$ cat src/rtl/seg7_pkg.sv
// Shared types and constants for the multiplexed seven-segment scan logic.
package seg7_pkg;

  typedef enum logic {BLANK, DRIVE} scan_state_t;

  localparam logic [6:0] SEG_OFF   = 7'h7F;
  localparam logic [7:0] ANODE_OFF = 8'hFF;

  // Active-low {a,b,c,d,e,f,g} patterns for hex 0..F.
  localparam logic [6:0] HEX_SEG [16] = '{
    7'b0000001, 7'b1001111, 7'b0010010, 7'b0000110,
    7'b1001100, 7'b0100100, 7'b0100000, 7'b0001111,
    7'b0000000, 7'b0000100, 7'b0001000, 7'b1100000,
    7'b0110001, 7'b1000010, 7'b0110000, 7'b0111000
  };

endpackage

$ cat src/rtl/seg7_decoder.sv
// Combinational hex nibble to active-low seven-segment pattern.
module seg7_decoder
  import seg7_pkg::*;
(
  input  logic [3:0] nib,
  output logic [6:0] seg
);

  assign seg = HEX_SEG[nib];

endmodule

$ cat src/rtl/display_scan_controller.sv
// 8-digit seven-segment scan scheduler with per-slot blanking, leading-zero
// suppression and a frame-synchronous double-buffered display value.
module display_scan_controller
  import seg7_pkg::*;
#(
  parameter int DISPLAY_COUNTER = 100000,
  parameter int BLANK_CYCLES    = 16,
  parameter int NUM_DIGITS      = 8
) (
  input  logic                    clock,
  input  logic                    reset,
  input  logic [4*NUM_DIGITS-1:0] value_in,
  input  logic                    load,
  input  logic                    lz_blank,
  input  logic [NUM_DIGITS-1:0]   digit_mask,
  output logic                    busy,
  output logic                    frame_done,
  output logic [6:0]              segments,
  output logic [7:0]              anodos
);

  localparam int CW = $clog2(DISPLAY_COUNTER);
  localparam int IW = (NUM_DIGITS > 1) ? $clog2(NUM_DIGITS) : 1;
  localparam logic [CW-1:0] CNT_LAST   = CW'(DISPLAY_COUNTER - 1);
  localparam logic [CW-1:0] BLANK_LAST = CW'(BLANK_CYCLES - 1);
  localparam logic [IW-1:0] IDX_LAST   = IW'(NUM_DIGITS - 1);

  logic [CW-1:0]           cnt;
  logic [IW-1:0]           idx;
  scan_state_t             state;
  logic [4*NUM_DIGITS-1:0] active, pending;
  logic                    pend_flag;

  logic          slot_end, wrap, lit;
  logic [IW-1:0] msd;
  logic [3:0]    nib;
  logic [6:0]    dec_seg;

  assign slot_end = (cnt == CNT_LAST);
  assign wrap     = slot_end && (idx == IDX_LAST);
  assign busy     = pend_flag;

  // Most significant nonzero digit; digit 0 is always kept so zero shows "0".
  always_comb begin
    msd = '0;
    for (int i = 1; i < NUM_DIGITS; i++)
      if (active[4*i +: 4] != 4'h0) msd = IW'(i);
  end

  always_comb begin
    nib = 4'h0;
    for (int i = 0; i < NUM_DIGITS; i++)
      if (idx == IW'(i)) nib = active[4*i +: 4];
  end

  assign lit = digit_mask[idx] && !(lz_blank && (idx > msd));

  seg7_decoder u_dec (
    .nib (nib),
    .seg (dec_seg)
  );

  always_ff @(posedge clock) begin
    if (reset) begin
      cnt        <= '0;
      idx        <= '0;
      state      <= BLANK;
      active     <= '0;
      pending    <= '0;
      pend_flag  <= 1'b0;
      segments   <= SEG_OFF;
      anodos     <= ANODE_OFF;
      frame_done <= 1'b0;
    end else begin
      cnt <= slot_end ? '0 : cnt + 1'b1;
      if (slot_end) idx <= (idx == IDX_LAST) ? '0 : idx + 1'b1;

      case (state)
        BLANK:   if (cnt == BLANK_LAST) state <= DRIVE;
        DRIVE:   if (slot_end) state <= BLANK;
        default: state <= BLANK;
      endcase

      if (state == DRIVE && lit) begin
        anodos   <= ~(8'b1 << idx);
        segments <= dec_seg;
      end else begin
        anodos   <= ANODE_OFF;
        segments <= SEG_OFF;
      end

      frame_done <= wrap;

      // A load landing on the wrap cycle bypasses the pending buffer.
      if (wrap) begin
        if (load)           active <= value_in;
        else if (pend_flag) active <= pending;
        pend_flag <= 1'b0;
      end else if (load) begin
        pending   <= value_in;
        pend_flag <= 1'b1;
      end
    end
  end

endmodule
$ cat config.mk
export PLATFORM = sky130hd
export DESIGN_NAME = display_scan_controller
export DESIGN_NICKNAME = d
export VERILOG_FILES = /design/src/rtl/seg7_pkg.sv /design/src/rtl/seg7_decoder.sv /design/src/rtl/display_scan_controller.sv
export SDC_FILE = /design/constraint.sdc
export NUM_CORES = 1
export LEC_CHECK = 0
export BUFFER_PORTS_ARGS = -buffer_cell sky130_fd_sc_hd__buf_2
export CORE_MARGIN = 3
export CORE_UTILIZATION = 41
export CTS_CLUSTER_SIZE = 14
export DETAILED_ROUTE_END_ITERATION = 16
export GPL_TIMING_DRIVEN = 0
export PLACE_DENSITY_LB_ADDON = 0.12
export SYNTH_ARGS = -nofsm -noshare
export SYNTH_HDL_FRONTEND = slang
export SYNTH_SLANG_ARGS = --single-unit
$ cat constraint.sdc
create_clock -name clock -period 9.1 [get_ports clock]
set_input_delay 0.91 -clock clock [delete_from_list [all_inputs] [get_ports clock]]
set_output_delay 0.91 -clock clock [all_outputs]
set_load 0.02 [all_outputs]
# ---- After elaboration in Yosys (flattened, before gate mapping)
# Memory sizes are Yosys's and may differ from the RTL's. A register that Yosys moved wholly into a read port is not among the register bits.
# Index checks and enable logic that the tools add are counted.
dict set report classes {
  add_sub_neg 2
  multipliers 0
  n_div 0
  magnitude_cmp 2
  n_eq_ne 9
  n_shift 1
  muxes 23
  bitwise 5
  reduce_logical 19
}
# op count
set op_table {}
lappend op_table {{32-bit two-way mux} 2}
lappend op_table {{4-bit two-way mux} 8}
lappend op_table {{4-bit nonzero test} 7}
lappend op_table {{3-bit two-way mux} 6}
lappend op_table {{17-bit by 1-bit adder with 17-bit output, second input constant} 1}
lappend op_table {{17-bit == test, second input constant} 1}
lappend op_table {{17-bit by 4-bit == test with 1-bit output, second input constant} 1}
lappend op_table {{3-bit == test, second input constant} 4}
lappend op_table {{8-bit inverter} 1}
lappend op_table {{1-bit by 3-bit << shifter with 8-bit output, first input constant} 1}
lappend op_table {{3-bit by 2-bit == test with 1-bit output, second input constant} 2}
lappend op_table {{2-bit OR reduction} 3}
lappend op_table {{4-bit inverter with 5-bit output} 1}
lappend op_table {{1-bit logical AND} 4}
lappend op_table {{3-bit by 4-bit less-than comparator with 1-bit output, second input constant} 1}
lappend op_table {{1-bit two-way mux} 4}
lappend op_table {{2-bit AND reduction} 2}
lappend op_table {{3-bit by 1-bit adder with 3-bit output, second input constant} 1}
lappend op_table {{1-bit binary-select mux with 3-bit select} 1}
lappend op_table {{3-bit by 1-bit == test with 1-bit output, second input constant} 1}
lappend op_table {{3-bit > comparator} 1}
lappend op_table {{3-bit logical NOT} 1}
lappend op_table {{1-bit inverter} 3}
lappend op_table {{2-bit two-way mux} 1}
lappend op_table {{other kinds (3)} 3}
dict set report word_totals {
  reg_bits 95
  latch_bits 0
  mem_bits_rw 0
  mem_bits_ro 112
  in_bits 44
  output_inout_bits 17
  elab_cells 70
  n_memories 1
}
# memory words word_bits read_ports rd_ports_with_merged_regs write_ports line_no
set memory_table {}
lappend memory_table {{(name not given)} 16 7 1 1 0 seg7_decoder.sv:9} ;# assign seg = HEX_SEG[nib];

# ---- Logic depth before layout (Yosys ltp)
# Gate-level depths: netlist of the first run.
dict set report depth {
  word_depth 15
  mapped_depth 14
  ltp_nobuf 12
}

# ---- Hierarchy
# Synthesis of the first run repeated with hierarchy kept, for this count alone.
dict set report unflattened {
  cells_unflattened 587
  area_unflattened_um2 5248.8
}
# module n_inst cells_per_inst area_each_um2 seq_area_each_um2
set by_module_without_submodules {}
lappend by_module_without_submodules {display_scan_controller 1 556 4986.0 2042.0}
lappend by_module_without_submodules {seg7_decoder 1 31 262.8 0.0}

# ---- Worst setup path after synthesis of the first run
# OpenSTA, ideal clock, no wires.
dict set report synth_timing {
  path_type {reg2reg}
  start {reg active[20]}
  end {reg anodos[1]}
  setup_ns 0.130
  arrival_time_ns 2.732
  t_required_ns 8.970
  path_slack_ns 6.238
  stages_incl_launch_ff 12
  path_buffers 0
  synth_period_minus_slack_ns 2.862
  path_cell_list {dfxtp_1 -> or4_1 -> nand2b_1 -> a21oi_1 -> nor2_1 -> ha_1 -> nor2b_1 -> o21ai_0 -> nand2b_1 -> a311oi_1 -> and2_1 -> nand2_1}
}
dict set report synth_between {
  elab_chain_len 11
}
# item line_no
set synth_lines {}
lappend synth_lines {{from (decl)} display_scan_controller.sv:31} ;# logic [4*NUM_DIGITS-1:0] active, pending;
lappend synth_lines {{from (signal assigned)} display_scan_controller.sv:96} ;# if (load) active <= value_in;
lappend synth_lines {{from (signal assigned)} display_scan_controller.sv:97} ;# else if (pend_flag) active <= pending;
lappend synth_lines {{4-bit nonzero test} display_scan_controller.sv:47} ;# if (active[4*i +: 4] != 4'h0) msd = IW'(i);
lappend synth_lines {{3-bit two-way mux (3 in series)} display_scan_controller.sv:47}
lappend synth_lines {{3-bit > comparator} display_scan_controller.sv:56} ;# assign lit = digit_mask[idx] && !(lz_blank && (idx > msd));
lappend synth_lines {{1-bit logical AND} display_scan_controller.sv:56}
lappend synth_lines {{1-bit logical NOT} display_scan_controller.sv:56}
lappend synth_lines {{1-bit logical AND} display_scan_controller.sv:56}
lappend synth_lines {{1-bit logical AND} display_scan_controller.sv:84} ;# if (state == DRIVE && lit) begin
lappend synth_lines {{1-bit inverter (no line)} --}
lappend synth_lines {{2-bit OR reduction (no line)} --}
lappend synth_lines {{to (signal assigned)} display_scan_controller.sv:85} ;# anodos <= ~(8'b1 << idx);
lappend synth_lines {{to (decl)} display_scan_controller.sv:19} ;# output logic [7:0] anodos
# Every way passes these cells.
# A chain may end at the register's enable or synchronous reset.

# ---- Worst setup path in the final report of the first run
dict set report layout_timing {
  start {reg idx[1]}
  end {reg segments[3]}
}
dict set report layout_between {
  elab_chain_len 10
  word_cells_on_any_way 26
  classes_between {order compare (1); eq/ne (7); mux (10); bitwise (2); reduce/logical (6)}
}
# item line_no
set layout_lines {}
lappend layout_lines {{from (decl)} display_scan_controller.sv:29} ;# logic [IW-1:0] idx;
lappend layout_lines {{from (signal assigned)} display_scan_controller.sv:76} ;# if (slot_end) idx <= (idx == IDX_LAST) ? '0 : idx + 1'b1;
lappend layout_lines {{3-bit logical NOT} display_scan_controller.sv:53} ;# if (idx == IW'(i)) nib = active[4*i +: 4];
lappend layout_lines {{4-bit two-way mux (8 in series)} display_scan_controller.sv:53}
lappend layout_lines {{4-bit inverter with 5-bit output (not written as such)} seg7_decoder.sv:9}
lappend layout_lines {{to (decl)} display_scan_controller.sv:18} ;# output logic [6:0] segments,
# Parallel ways exist; a longest one is shown, timed or not. The select of a mux whose other input is x is not followed.

==> metrics, run 1 <==
Die W 114 um; cells along the critical path inv_1 > ha_1 > clkbuf_1 > clkbuf_1 > a21oi_1 > mux2i_1 > o311ai_0 > a21boi_0 > inv_1 > ha_1 > mux2_2 > mux2i_1 > nand2_1; CTS Buf Count 9; synth warn 0; maximum clock path buffer count 2; Yosys top cell by area dfxtp_1; cell family with most CP delay compound AO/OA/AOI/OAI gates; Critical Path Start idx[1]; Power per Cell Area about 160 nW/um^2; CTS H-tree depth 3; FF+latch count, synth 102; Buffers on Ports 58; DRC viols 0; clock tree sinks 102; Async SR Flop Fraction 0; Hold-fix buffers, CTS 0; commonest non-fill, non-tap cells in the layout 102 x dfxtp_1, 97 x nor2_1, 69 x mux2i_1; top_reg_cell synth dfxtp_1; antenna violations before repair 0; synth top area cells dfxtp_1 43%, mux2i_1 14%, nor2_1 7.6%, a211oi_1 5.8%, ha_1 3.9%; worst min path class flip-flop to flip-flop; CP max-delay cell o311ai_0; Syn-to-layout area delta 15.3%; Setup Total Neg Slack 0 ns; post-synth top area share 0.426; DR vias ~3.9k; final wirelength between 10000 and 15000 um; syn_area_per_cell 9.17 sq um; Site Rows 38; Post-synth EDFFs 0; CTS clock-pin slew for the worst setup and hold paths around 0.07 ns; # setup viols final 0; Startpoint Class flip-flop; Unique masters post-synth 49; WP buf/inv 4; DIE AREA 13000 sq um; worst slew pin tran 1.16 ns; Clock Latency Late Sink 0.34 ns; initial core utilization 0.431; drt wl/cell 15.1 um; CP max FO 10; endpoint class of the critical path flip-flop; CP required roughly 9.3 ns; fin crit period 3.54 ns; initial DRC count 141; Setup Skew 0.00686 ns; diode count 0; I/O pin total 61; # Max-Cap Violations 0; # resized after CTS 0; Post-Synthesis Cells 523; sequential area share after synthesis 0.426; Max VDD drop 0.000124 V; CTS tree built; commonest non-fill, non-tap cell in the layout dfxtp_1; WS Path Type flip-flop to flip-flop; Tot GR Track Use 0.179; WP data arrival ~3.7 ns; leak pwr 2.23 nW; nets@finish 651; largest net degree at the start of global routing 16; fin crit share 0.389; first-pass GRT wire length about 19000 um; Via-to-Cell Ratio 5.34; drt first pass iters 4; total core area 11100 sq um; Fin. Hold Viols 0; number of global-route vias before repair 3981; CP peak stage delay 0.57 ns; setup bufs post-CTS 0; Final GP Congestion around 0.87; CTS Root Cell clkbuf_16; global route overflow 0; Reg-to-Reg Start idx[1]; Detailed Place HPWL 8580 um; max_slew headroom 0.218; RSZ-0062 raised after global routing no; share of layout cells above drive strength 1 0.149; final slew viol count 0; power consumption 0.000869 W; Detail Route Antenna Nets 0; die height 114 um; Synth Net Count 582; Netlist Area Pre-Place 4800 sq um; worst hold start cnt[0]; max frequency 0.282 GHz; outcome finished, final reports clean
-- flip-flops by register name, indices dropped and copies added (netlist names) --
signal and cells:
active 32, pending 32, cnt 17, anodos 8, segments 7, idx 3, busy 1, frame_done 1
state 1
-- worst reg2reg max path: cells and delay by family (launching register included) --
| family | cells | cell delay (ns) |
|---|---|---|
| compound gates | 3 | 1.19 |
| simple gates | 1 | 0.06 |
| flops | 1 | 0.48 |
| fa+ha+maj | 2 | 0.43 |
| mux | 3 | 0.47 |
| buf+inv | 4 | 0.75 |
-- worst paths after layout --
| path | endpoint | slack (ns) | cells after the start |
|---|---|---|---|
| setup / recovery | segments[3] | 5.56 | 13 |
| hold / removal | cnt[0] | 0.46 | 1 |
| hold reg to reg | cnt[0] | 0.46 | 1 |
| setup reg to reg | segments[3] | 5.56 | 13 |
-- Yosys cell counts, types with 4 or more instances --
library cell / n
dfxtp_1: 102
nor2_1: 97
mux2i_1: 69
a211oi_1: 37
nand2_1: 28
clkbuf_1: 25
ha_1: 15
inv_1: 14
nand3_1: 14
a21oi_1: 10
xor2_1: 10
nor2b_1: 8
nor4_1: 7
o21ai_0: 7
buf_4: 6
nand3b_1: 6
a21boi_0: 5
nand2b_1: 5
o221ai_1: 5
xnor2_1: 5
nand4_1: 4
-- metrics by stage --
| stage | instances | hold slack [ns] | cell area [sq um] | setup WS, ns | util |
|---|---|---|---|---|---|
| 2_1_floorplan | 523 | 0.426 | 4800 | 6.24 | - |
| 6_report | 736 | 0.461 | 5530 | 5.56 | 0.497 |
| 3_3_place_gp | 721 | 0.441 | 5260 | 5.66 | 0.473 |
| 3_5_place_dp | 721 | 0.452 | 5260 | 5.59 | 0.473 |
| 5_1_grt | 736 | 0.488 | 5530 | 5.20 | 0.497 |
| 4_1_cts | 736 | 0.467 | 5530 | 5.58 | 0.497 |
-- metal layers --
metal / global-route usage / up-vias / part of all wire
li1: - / 1989 / -
met1: 0.238 / 1853 / 0.48
met5: 0 / - / 0
met3: 0.0370 / 12 / 0.043
met2: 0.295 / 75 / 0.47
met4: 0.0499 / 0 / 0.012
-- where the power goes --
group	internal [W]	switching [W]	leakage [nW]
clock network	0.000191	0.000161	0.135
logic	0.0000261	0.0000299	1.27
registers	0.000456	0.00000529	0.829
-- area by class of cell --
cell class / count / area, sq um
Sequential cell: 102 / 2040
Clock inverter: 4 / 23.8
Tap cell: 140 / 175
Multi-Input combinational cell: 373 / 2550
Fill cell: 1076 / 5600
Buffer: 33 / 149
Timing Repair Buffer: 58 / 290
Clock buffer: 11 / 243
Inverter: 15 / 56.3
-- cells by family after synthesis --
kind of cell	after synthesis	share of synthesized area
buffers and inverters	48	0.0428
DFF	102	0.426
muxes	72	0.156
and+or+nand+nor	185	0.179
xor gates and xnor gates	15	0.0274
AOI/OAI and AO/OA	86	0.130
adders and majority gates	15	0.0391
No activity file was read; power rests on OpenSTA's default activity.
==> run 2: changes to the inputs <==
==> constraint.sdc (replaced) <==
create_clock -name clock -period 2.95 [get_ports clock]
set_input_delay 0.295 -clock clock [delete_from_list [all_inputs] [get_ports clock]]
set_output_delay 0.295 -clock clock [all_outputs]
set_load 0.02 [all_outputs]
==> run 2 against run 1 <==
Against the previous run:
- non-clock buffer count increased by 2
- sequential share of layout area decreased by 0.60 points
- worst setup slack got worse by 5.4 ns
- combinational power increased to 3.1 times the previous value
- global-route usage about the same
- via count increased by 1.1%
- count of clock-buffer cells in the layout unchanged
- critical endpoint is now anodos[2]
==> metrics, run 2 (synthesis gave the netlist of run 1 again) <==
max frequency 0.361 GHz (+28%); Seq. cell area 2050 sq um (+0.43%); worst min path class input port to flip-flop; fin crit period 2.77 ns (-0.770 ns); Reg-to-Reg Start active[20]; number of global-route vias before repair 4012 (+0.78%); Clock Latency Late Sink 0.34 ns (about the same); WP data arrival 2.99 ns (-0.73 ns); Final GP Congestion 0.867 (unchanged); CP max-delay cell or4_1; placed insts 721 (unchanged); Tot GR Track Use 0.180 (+0.000444); share of layout cells above drive strength 1 0.185 (+0.0360); total core area 11100 sq um (unchanged); drt wl/cell 15.5 um (+2.4%); Syn-to-layout area delta 17.7%; Setup Total Neg Slack 0 ns (unchanged); final wirelength 11400 um (+2.8%); RSZ-0062 raised after global routing no; Buffers on Ports 58 (unchanged); global route overflow 0 (unchanged); largest net degree at the start of global routing 16 (unchanged); Die W 114 um (unchanged); # setup viols final 0 (unchanged); Setup Skew 0.00677 ns (-0.0000960 ns); Final Util 0.507 (+0.0103); DR vias 3973 (+1.1%); hold depth 3 (+2); CTS Buf Count 9 (unchanged); endpoint class of the critical path flip-flop; reg2reg setup slack 0.18 ns (-5.38 ns); DRC viols 0 (unchanged); Max VDD drop 0.000385 V (+210%); leak pwr 2.28 nW (+2.2%); Finished Layout Cells 739 (+0.41%); drt first pass iters 4 (unchanged); Hold-fix buffers, CTS 0 (unchanged); Startpoint Class flip-flop; nets@finish 654 (+0.46%); CTS Root Cell clkbuf_16; Power per Cell Area 476 nW/um^2 (+200%); Via-to-Cell Ratio 5.38 (+0.71%); maximum clock path buffer count 2 (unchanged); CP peak stage delay 0.54 ns (-0.03 ns); CTS H-tree depth 3 (unchanged); hold slack 0.202 ns (-0.258 ns); Detailed Place HPWL 8580 um (unchanged); Fin. Hold Viols 0 (unchanged); CP max FO 5 (-5); FILL cells 1069 (-0.65%); cells along the critical path or4_1 > nand2b_1 > a21oi_1 > nor2_1 > ha_1 > nor2b_1 > o21ai_1 > nand2b_1 > a311oi_4 > and2_4 > nand2_1; DIE AREA 13000 sq um (unchanged); Detail Route Antenna Nets 0 (unchanged); RR Endpoint anodos[2]; fin crit share 0.939 (+0.550); CP required 3.17 ns (-6.11 ns); clock tree sinks 102 (unchanged); WS Path Type flip-flop to flip-flop; biggest regs active (32), pending (32), cnt (17); antenna violations before repair 0 (unchanged); CTS clock-pin slew for the worst setup and hold paths 0.07 ns (about the same); Site Rows 38 (unchanged); final slew viol count 0 (unchanged); commonest non-fill, non-tap cell in the layout dfxtp_1; WP buf/inv 0 (-4); I/O pin total 61 (unchanged); initial DRC count 162 (+15%); outcome finished, final reports clean; max_slew headroom 0.457 (+0.239); first-pass GRT wire length 19000 um (+0.40%); worst hold start value_in[13]; # Max-Cap Violations 0 (unchanged); initial core utilization 0.431 (unchanged); die height 114 um (unchanged); area occupied by multi-input gates 2630 sq um (+3.2%); CTS tree built; worst slew pin tran 0.815 ns (-0.350 ns); Top cell by count, worst path nand2b_1; commonest non-fill, non-tap cells in the layout 99 x dfxtp_1, 97 x nor2_1, 69 x mux2i_1; hold endpoint pending[13]; diode count 0 (unchanged); worst-case reg-to-reg path depth 11 (-2); cell family with most CP delay simple AND/OR/NAND/NOR gates; power consumption 0.00269 W (+210%)
[run 2: cell types whose count changed in the layout (fill, tap and decap cells not counted), sizes merged]
| cell | previous run | this run |
|---|---|---|
| buf | 66 | 70 |
| clkbuf | 36 | 34 |
| a311oi | 2 | 3 |
[run 2: final cells by class]
class | count | area share
plain buffers | 32 | 0.0266
clock buffers | 11 | 0.0430
clock inverters | 4 | 0.00421
inverters | 15 | 0.0102
multi-input cells | 374 | 0.466
flip-flops and latches | 102 | 0.363
well taps | 140 | 0.0310
repair buffers | 61 | 0.0554
[run 2: stage by stage]
stage               area [sq um]  setup slack, ns
finish                      5640            0.179
global route                5640           0.0392
CTS                         5560          0.00765
detailed placement          5260           -0.556
global placement            5260           -0.494
floorplan                   4800           0.0880
[run 2: routing by layer]
| layer | share of wire | track usage | vias to the layer above |
|---|---|---|---|
| met5 | 0 | 0 | - |
| met4 | 0.011 | 0.0491 | 0 |
| met3 | 0.042 | 0.0396 | 11 |
| met2 | 0.47 | 0.298 | 74 |
| met1 | 0.48 | 0.236 | 1894 |
| li1 | - | - | 1994 |
[run 2: repair_timing]
| item | in CTS | in global routing |
|---|---|---|
| setup buffers | 0 | 3 |
| endpoints found under the hold margin | 0 | 0 |
| pin swaps | 0 | 4 |
| gates resized for setup | 11 | 19 |
| cloned | 0 | 1 |
| setup endpoints to repair | 12 | 13 |
[run 2: tightest hold or removal path, cell delays in order]
cell     delay (ns)
buf_2          0.08
mux2i_1        0.06
nor2_1         0.07
[run 2: how the worst max path moves through the flow]
stage	from	cells after the start	slack, ns	endpoint
floorplan	active[20]	11	0.09	anodos[1]
global placement	idx[1]	13	-0.49	segments[3]
detailed placement	idx[1]	13	-0.56	segments[3]
CTS	active[20]	11	0.008	anodos[2]
global route	active[20]	11	0.04	anodos[2]
finish	active[20]	11	0.18	anodos[2]
[run 2: power by group]
part	switching (W)	total, W	leakage, nW	internal, W
sequential	0.0000162	0.00142	0.832	0.00141
combinational	0.0000939	0.000174	1.31	0.0000806
clock	0.000502	0.00109	0.135	0.000588
total	0.000612	0.00269	2.28	0.00207
